`src/rtl/vga_timing_pkg.sv`:
```
// vga_timing_pkg
//   Shared XGA (1024x768 @ 60 Hz, 65 MHz pixel clock) raster constants and the
//   sync detector FSM state encoding. Used by both the timing generator and the
//   receive-side sync detector so the active window is defined in one place.
package vga_timing_pkg;

    localparam int unsigned HPIXELS = 1344;  // clocks per line
    localparam int unsigned VLINES  = 806;   // lines per frame
    localparam int unsigned HBP     = 296;   // active when HCount > HBP
    localparam int unsigned HFP     = 1320;  // active when HCount < HFP
    localparam int unsigned VBP     = 35;    // active when VCount > VBP
    localparam int unsigned VFP     = 803;   // active when VCount < VFP
    localparam int unsigned HSP     = 136;   // HSync low width, clocks
    localparam int unsigned VSP     = 6;     // VSync low width, lines

    typedef enum logic [1:0] {
        SEARCH  = 2'd0,
        MEASURE = 2'd1,
        LOCKED  = 2'd2
    } sync_state_e;

endpackage

```
`src/rtl/vga_edge_detect.sv`:
```
// vga_edge_detect
//   Registers one incoming sync line and produces single-cycle fall/rise pulses
//   from the registered value and its one-cycle-delayed copy.
// Ports
//   CLK_65MHz  in   pixel clock
//   Clear      in   synchronous active-high reset
//   sync_raw   in   raw sync input (low = pulse)
//   fall       out  prev & ~sync_q
//   rise       out  ~prev & sync_q
module vga_edge_detect (
    input  logic CLK_65MHz,
    input  logic Clear,
    input  logic sync_raw,
    output logic fall,
    output logic rise
);

    logic sync_q;
    logic prev_q;

    // Reset to the idle (high) level so leaving reset with an idle input
    // produces no spurious edge.
    always_ff @(posedge CLK_65MHz) begin
        if (Clear) begin
            sync_q <= 1'b1;
            prev_q <= 1'b1;
        end else begin
            sync_q <= sync_raw;
            prev_q <= sync_q;
        end
    end

    assign fall = prev_q & ~sync_q;
    assign rise = ~prev_q & sync_q;

endmodule

```
`src/rtl/vga_sync_detector.sv`:
```
// vga_sync_detector
//   Receive-side counterpart of the VGA timing generator. Measures incoming
//   line/frame timing, declares lock after LOCK_FRAMES consecutive matching
//   frames, and regenerates HCount/VCount/VideoOn aligned to the source
//   (2 clocks behind it).
// Ports
//   CLK_65MHz   in   pixel clock
//   Clear       in   synchronous active-high reset
//   HSync_in    in   horizontal sync, low = pulse
//   VSync_in    in   vertical sync, low = pulse
//   Locked      out  timing stable (registered)
//   VideoOn     out  recovered active-video flag, gated by Locked
//   FrameStart  out  1-cycle pulse on each VSync falling edge
//   HCount      out  recovered pixel index
//   VCount      out  recovered line index
//   HTotal      out  last measured line length, clocks
//   VTotal      out  last measured frame length, lines
//   HSyncWidth  out  last HSync low width, clocks
//   VSyncWidth  out  last VSync low width, lines
module vga_sync_detector #(
    parameter int unsigned CW          = 17,
    parameter int unsigned HBP         = vga_timing_pkg::HBP,
    parameter int unsigned HFP         = vga_timing_pkg::HFP,
    parameter int unsigned VBP         = vga_timing_pkg::VBP,
    parameter int unsigned VFP         = vga_timing_pkg::VFP,
    parameter int unsigned LOCK_FRAMES = 2,
    parameter int unsigned H_TIMEOUT   = 4095
) (
    input  logic          CLK_65MHz,
    input  logic          Clear,
    input  logic          HSync_in,
    input  logic          VSync_in,
    output logic          Locked,
    output logic          VideoOn,
    output logic          FrameStart,
    output logic [CW-1:0] HCount,
    output logic [CW-1:0] VCount,
    output logic [CW-1:0] HTotal,
    output logic [CW-1:0] VTotal,
    output logic [CW-1:0] HSyncWidth,
    output logic [CW-1:0] VSyncWidth
);

    import vga_timing_pkg::*;

    localparam int unsigned MW = $clog2(LOCK_FRAMES + 1);

    localparam logic [CW-1:0] CNT_ONE     = {{(CW-1){1'b0}}, 1'b1};
    localparam logic [CW-1:0] CNT_MAX     = '1;
    localparam logic [CW-1:0] H_TIMEOUT_C = CW'(H_TIMEOUT);
    localparam logic [CW-1:0] HBP_C       = CW'(HBP);
    localparam logic [CW-1:0] HFP_C       = CW'(HFP);
    localparam logic [CW-1:0] VBP_C       = CW'(VBP);
    localparam logic [CW-1:0] VFP_C       = CW'(VFP);
    localparam logic [MW-1:0] MATCH_ONE   = {{(MW-1){1'b0}}, 1'b1};
    localparam logic [MW-1:0] LOCK_TARGET = MW'(LOCK_FRAMES);

    logic hs_fall, hs_rise, vs_fall, vs_rise;

    vga_edge_detect u_hs_edge (
        .CLK_65MHz (CLK_65MHz),
        .Clear     (Clear),
        .sync_raw  (HSync_in),
        .fall      (hs_fall),
        .rise      (hs_rise)
    );

    vga_edge_detect u_vs_edge (
        .CLK_65MHz (CLK_65MHz),
        .Clear     (Clear),
        .sync_raw  (VSync_in),
        .fall      (vs_fall),
        .rise      (vs_rise)
    );

    logic [CW-1:0] h_cnt_q, v_cnt_q;
    logic [CW-1:0] h_plus1, v_plus1;
    logic          h_mis, v_mis, line_bad, h_timeout, lock_lost;

    sync_state_e   state_q;
    logic [MW-1:0] match_cnt_q;
    logic [MW-1:0] match_inc;
    logic          ref_valid_q;
    logic          line_mm_q;

    assign h_plus1   = h_cnt_q + CNT_ONE;
    assign v_plus1   = v_cnt_q + CNT_ONE;
    assign h_mis     = hs_fall & (h_plus1 != HTotal);
    assign v_mis     = vs_fall & (v_plus1 != VTotal);
    // A mismatching last line coincides with the frame-start vs_fall, so it
    // still counts against the frame being closed.
    assign line_bad  = line_mm_q | h_mis;
    assign h_timeout = (h_cnt_q == H_TIMEOUT_C);
    assign lock_lost = h_mis | v_mis | h_timeout;
    assign match_inc = match_cnt_q + MATCH_ONE;

    // Counters and measurements
    always_ff @(posedge CLK_65MHz) begin
        if (Clear) begin
            h_cnt_q    <= '0;
            v_cnt_q    <= '0;
            HTotal     <= '0;
            VTotal     <= '0;
            HSyncWidth <= '0;
            VSyncWidth <= '0;
        end else begin
            if (hs_fall) begin
                h_cnt_q <= '0;
            end else if (h_cnt_q != CNT_MAX) begin
                h_cnt_q <= h_plus1;
            end

            // vs_fall wins over a coincident hs_fall
            if (vs_fall) begin
                v_cnt_q <= '0;
            end else if (hs_fall && (v_cnt_q != CNT_MAX)) begin
                v_cnt_q <= v_plus1;
            end

            if (hs_fall) HTotal     <= h_plus1;
            if (hs_rise) HSyncWidth <= h_plus1;
            if (vs_fall) VTotal     <= v_plus1;
            if (vs_rise) VSyncWidth <= v_plus1;
        end
    end

    // Lock FSM
    always_ff @(posedge CLK_65MHz) begin
        if (Clear) begin
            state_q     <= SEARCH;
            match_cnt_q <= '0;
            ref_valid_q <= 1'b0;
            line_mm_q   <= 1'b0;
            Locked      <= 1'b0;
        end else begin
            if (vs_fall) begin
                line_mm_q <= 1'b0;
            end else if (h_mis) begin
                line_mm_q <= 1'b1;
            end

            unique case (state_q)
                SEARCH: begin
                    // First vs_fall closes a partial frame; discard it.
                    if (vs_fall) begin
                        state_q     <= MEASURE;
                        match_cnt_q <= '0;
                        ref_valid_q <= 1'b0;
                    end
                end
                MEASURE: begin
                    if (vs_fall) begin
                        if (!ref_valid_q) begin
                            ref_valid_q <= 1'b1;
                            match_cnt_q <= '0;
                        end else if (!v_mis && !line_bad) begin
                            match_cnt_q <= match_inc;
                            if (match_inc == LOCK_TARGET) begin
                                state_q <= LOCKED;
                                Locked  <= 1'b1;
                            end
                        end else begin
                            match_cnt_q <= '0;
                        end
                    end
                end
                LOCKED: begin
                    if (lock_lost) begin
                        state_q <= SEARCH;
                        Locked  <= 1'b0;
                    end
                end
                default: begin
                    state_q <= SEARCH;
                    Locked  <= 1'b0;
                end
            endcase
        end
    end

    assign HCount     = h_cnt_q;
    assign VCount     = v_cnt_q;
    assign FrameStart = vs_fall;
    assign VideoOn    = Locked & (HCount > HBP_C) & (HCount < HFP_C) &
                        (VCount > VBP_C) & (VCount < VFP_C);

endmodule

```
`config.mk`:
```
export PLATFORM = sky130hd
export DESIGN_NAME = vga_sync_detector
export DESIGN_NICKNAME = d
export VERILOG_FILES = /design/src/rtl/vga_timing_pkg.sv /design/src/rtl/vga_edge_detect.sv /design/src/rtl/vga_sync_detector.sv
export SDC_FILE = /design/constraint.sdc
export NUM_CORES = 1
export LEC_CHECK = 0
export BUFFER_PORTS_ARGS = -buffer_cell sky130_fd_sc_hd__buf_2
export CAP_MARGIN = 30
export CELL_PAD_IN_SITES_DETAIL_PLACEMENT = 1
export CELL_PAD_IN_SITES_GLOBAL_PLACEMENT = 1
export CORE_MARGIN = 2
export CORE_UTILIZATION = 30
export CTS_CLUSTER_SIZE = 20
export DETAILED_ROUTE_END_ITERATION = 6
export PLACE_DENSITY = 0.66
export SLEW_MARGIN = 20
export SYNTH_ARGS = -nofsm -noshare
export SYNTH_HDL_FRONTEND = slang
export SYNTH_HIERARCHICAL = 1
export SYNTH_SLANG_ARGS = --single-unit
```
`constraint.sdc`:
```
create_clock -name CLK_65MHz -period 6.8 [get_ports CLK_65MHz]
set_input_delay 0.68 -clock CLK_65MHz [delete_from_list [all_inputs] [get_ports CLK_65MHz]]
set_output_delay 0.68 -clock CLK_65MHz [all_outputs]
set_load 0.005 [all_outputs]
```
==> metrics <==
status=finished, final reports clean; Final #Nets=743; largest area contributor in the netlist=dfxtp_1; Yosys cell types=52; die width=139.9 um; wire per inst=18.63 um; Synth async-reset ratio=0%; Pre-antenna DRT Iters=5; post-synthesis sequential area ratio=40.80%; Pint=1.361 mW; Finished Layout Cells=974; Peak VDD IR=172.2 uV; Starting Density=30.76%; Die Area=0.01958 mm2; top cells by count, synth=113 x dfxtp_1, 108 x nor2_1, 62 x a211oi_1; Hold Fails Final Rpt=0; most common cell in the netlist=dfxtp_1; worst-case clock buffer depth=2; worst min path class=reg2reg; Setup violations, final=0; Cell Area, Placed=0.006195 mm2; Iteration-0 DRC Markers=320; Synth top area share=40.80%; Post-synth top flop=dfxtp_1; clock group share of total power=52.7%; Antenna diodes=0; final setup skew=0.006444 ns; crit start category=flop; area of the multi-input gates=0.003015 mm2; Worst Path Max Fanout=10; Arr. time, crit path=4.26 ns; Reg clk slew, reported paths=0.06 ns; post-cts resize count=0; worst slew pin tran=0.9100 ns; Post-Layout Inst Area=0.006812 mm2; Placed Cells incl. Taps=941; critical-path cell list=ha_1, nand3_1, or2_1, nor4_1, ha_1, xnor2_1, nand3_1, nor3_1, or4b_2, o41ai_4, and4_1, a2111oi_0; Post-Syn Instances=653; number of register bits inferred by synthesis=113; maxcap violations=0; total CTS buffers=17; Tot GR Track Use=18.64%; Sum Neg Setup Slack=0 ns; Layout area overhead=22.86%; kind of end point of the critical path=flop; Req. time, crit path=7.04 ns; Rel. slew slack=39.34%; Leak Pwr=2.585 nW; max-slew violations=0; total gr overflow=0; port bufs=108; unrepaired setup endpoints after global routing=false; flip-flop and latch area=0.002262 mm2; clk sinks=113; root buffer cell=clkbuf_16; Vias per Instance=5.201; initial antenna violation count=0; final weighted congestion in routability-driven placement=0.8610; clock latency on the worst-skew pair=0.41 ns; vias=5,066; DRT Wirelength=18,150 um; CTS tree=yes; pwr dens=260.7 mW/mm2; DRC Markers=0; post-route ant nets=0; Area contributors post-synth=dfxtp_1 41%, a211oi_1 8.4%, xnor2_1 8.4%, nor2_1 7.3%, xor2_1 3.9%; Slowest cell on crit path=or4b_2; share of post-route cells with drive strength above 1=21.07%; net switching power=0.4150 mW; num rows=49; sw frac=23.37%; Post-CTS Hold Buffers=0; syn_area_per_cell=8.490 um2; Final period util=59.22%; Post-synth EDFFs=0; post-CTS setup buffers=0; vias in the first global route=5,013; core area=0.01802 mm2; H-tree levels=4; number of I/O pins=109; largest net degree at the start of global routing=81; Die Y=139.9 um; critical path class=reg2reg; Synthesis Warnings=6; Slowest Stage Delay on Critical Path=0.65 ns; worst hold slack=0.4526 ns; Mapped Area=0.005544 mm2; Filler cells=2,180; Seq pwr share=40.0%; Logic pwr share=7.3%; total power=1.776 mW; syn_nets=664; first-pass GRT wire length=28,950 um; Min Clock Period, post-route=4.027 ns; Fmax=0.2483 GHz; Final HPWL DP=13,220 um
## path summary, 6_finish.rpt
kind	start	end	slack, ns	cells after the start
worst min register to register	u_vs_edge/sync_q	u_vs_edge/prev_q	0.45	1
worst max register to register	HCount[0]	state_q[0]	2.77	12
worst max-delay path	HCount[0]	state_q[0]	2.77	12
worst min-delay path	u_vs_edge/sync_q	u_vs_edge/prev_q	0.45	1
## layout by cell type, fill, tap and decap left out, types with 6 or more instances in the layout
cell       netlist  routed
or3_1           11      11
nor4_1          10      10
or2_1            6       6
dfxtp_1        113     113
buf_2           10     108
xor2_1          25      25
o21ai_0         13      13
nor2_1         108     108
xnor2_1         53      53
nand3_1         15      15
mux2i_1         13      13
clkbuf_16        0      17
a211oi_1        62      62
ha_1             7       7
nand2_1         33      33
nor3_1          21      21
inv_1           14      14
a21oi_1         21      21
nand4_1         15      15
## power groups by stage
| stage | combinational, mW | clock [mW] | sequential [mW] |
|---|---|---|---|
| floorplan | 0.0847 | 0 | 0.720 |
| global placement | 0.127 | 0 | 0.723 |
| detailed placement | 0.131 | 0 | 0.725 |
| CTS | 0.132 | 0.950 | 0.711 |
| global route | 0.145 | 0.984 | 0.715 |
| finish | 0.130 | 0.935 | 0.711 |
## cell families (layout without fill, tap and decap cells)
logic type               count (synthesis)  after routing  share of synthesized area [%]
AO/OA/AOI/OAI                          120            120                          15.69
XOR/XNOR                                78             78                          12.32
adder cells (fa/ha/maj)                  7              7                          1.580
buffers and inverters                   68            160                          4.897
flip-flops                             113            113                          40.80
multiplexers                            13             13                          2.347
AND/OR/NAND/NOR                        254            254                          22.37
## worst max-delay path: cells and delay by family (launching register included)
kind	cells	cell delay [ns]
simple gates	7	1.99
fa+ha+maj	2	0.64
flops	1	0.55
compound gates	2	0.51
xor+xnor	1	0.18
## cell type report
type / count / area share [%]
Sequential cell: 113 / 33.21
Clock inverter: 11 / 2.370
Multi-Input combinational cell: 472 / 44.27
Inverter: 14 / 0.7715
Timing Repair Buffer: 114 / 8.560
Clock buffer: 21 / 6.613
Tap cell: 229 / 4.206
## registers in the layout, indices dropped and copies added (netlist names)
name / flops
HCount: 17
HSyncWidth: 17
HTotal: 17
VCount: 17
VSyncWidth: 17
VTotal: 17
match_cnt_q: 2
state_q: 2
Locked: 1
line_mm_q: 1
ref_valid_q: 1
u_hs_edge/prev_q: 1
u_hs_edge/sync_q: 1
u_vs_edge/prev_q: 1
u_vs_edge/sync_q: 1
## layer usage
| layer | share of wire, % | global-route usage, % | up-vias |
|---|---|---|---|
| li1 | - | - | 2450 |
| met1 | 49 | 26.62 | 2495 |
| met2 | 45 | 28.19 | 108 |
| met3 | 5.1 | 4.581 | 13 |
| met4 | 1.1 | 4.789 | 0 |
| met5 | 0 | 0 | - |
## through the flow
| stage | utilization (%) | setup WS [ns] |
|---|---|---|
| finish | 37.79 | 2.773 |
| global route | 37.79 | 2.513 |
| CTS | 37.76 | 2.808 |
| detailed placement | 34.37 | 2.823 |
| global placement | 34.37 | 3.002 |
| floorplan | - | 3.339 |
Note: power is estimated with default switching activity, not from simulation.
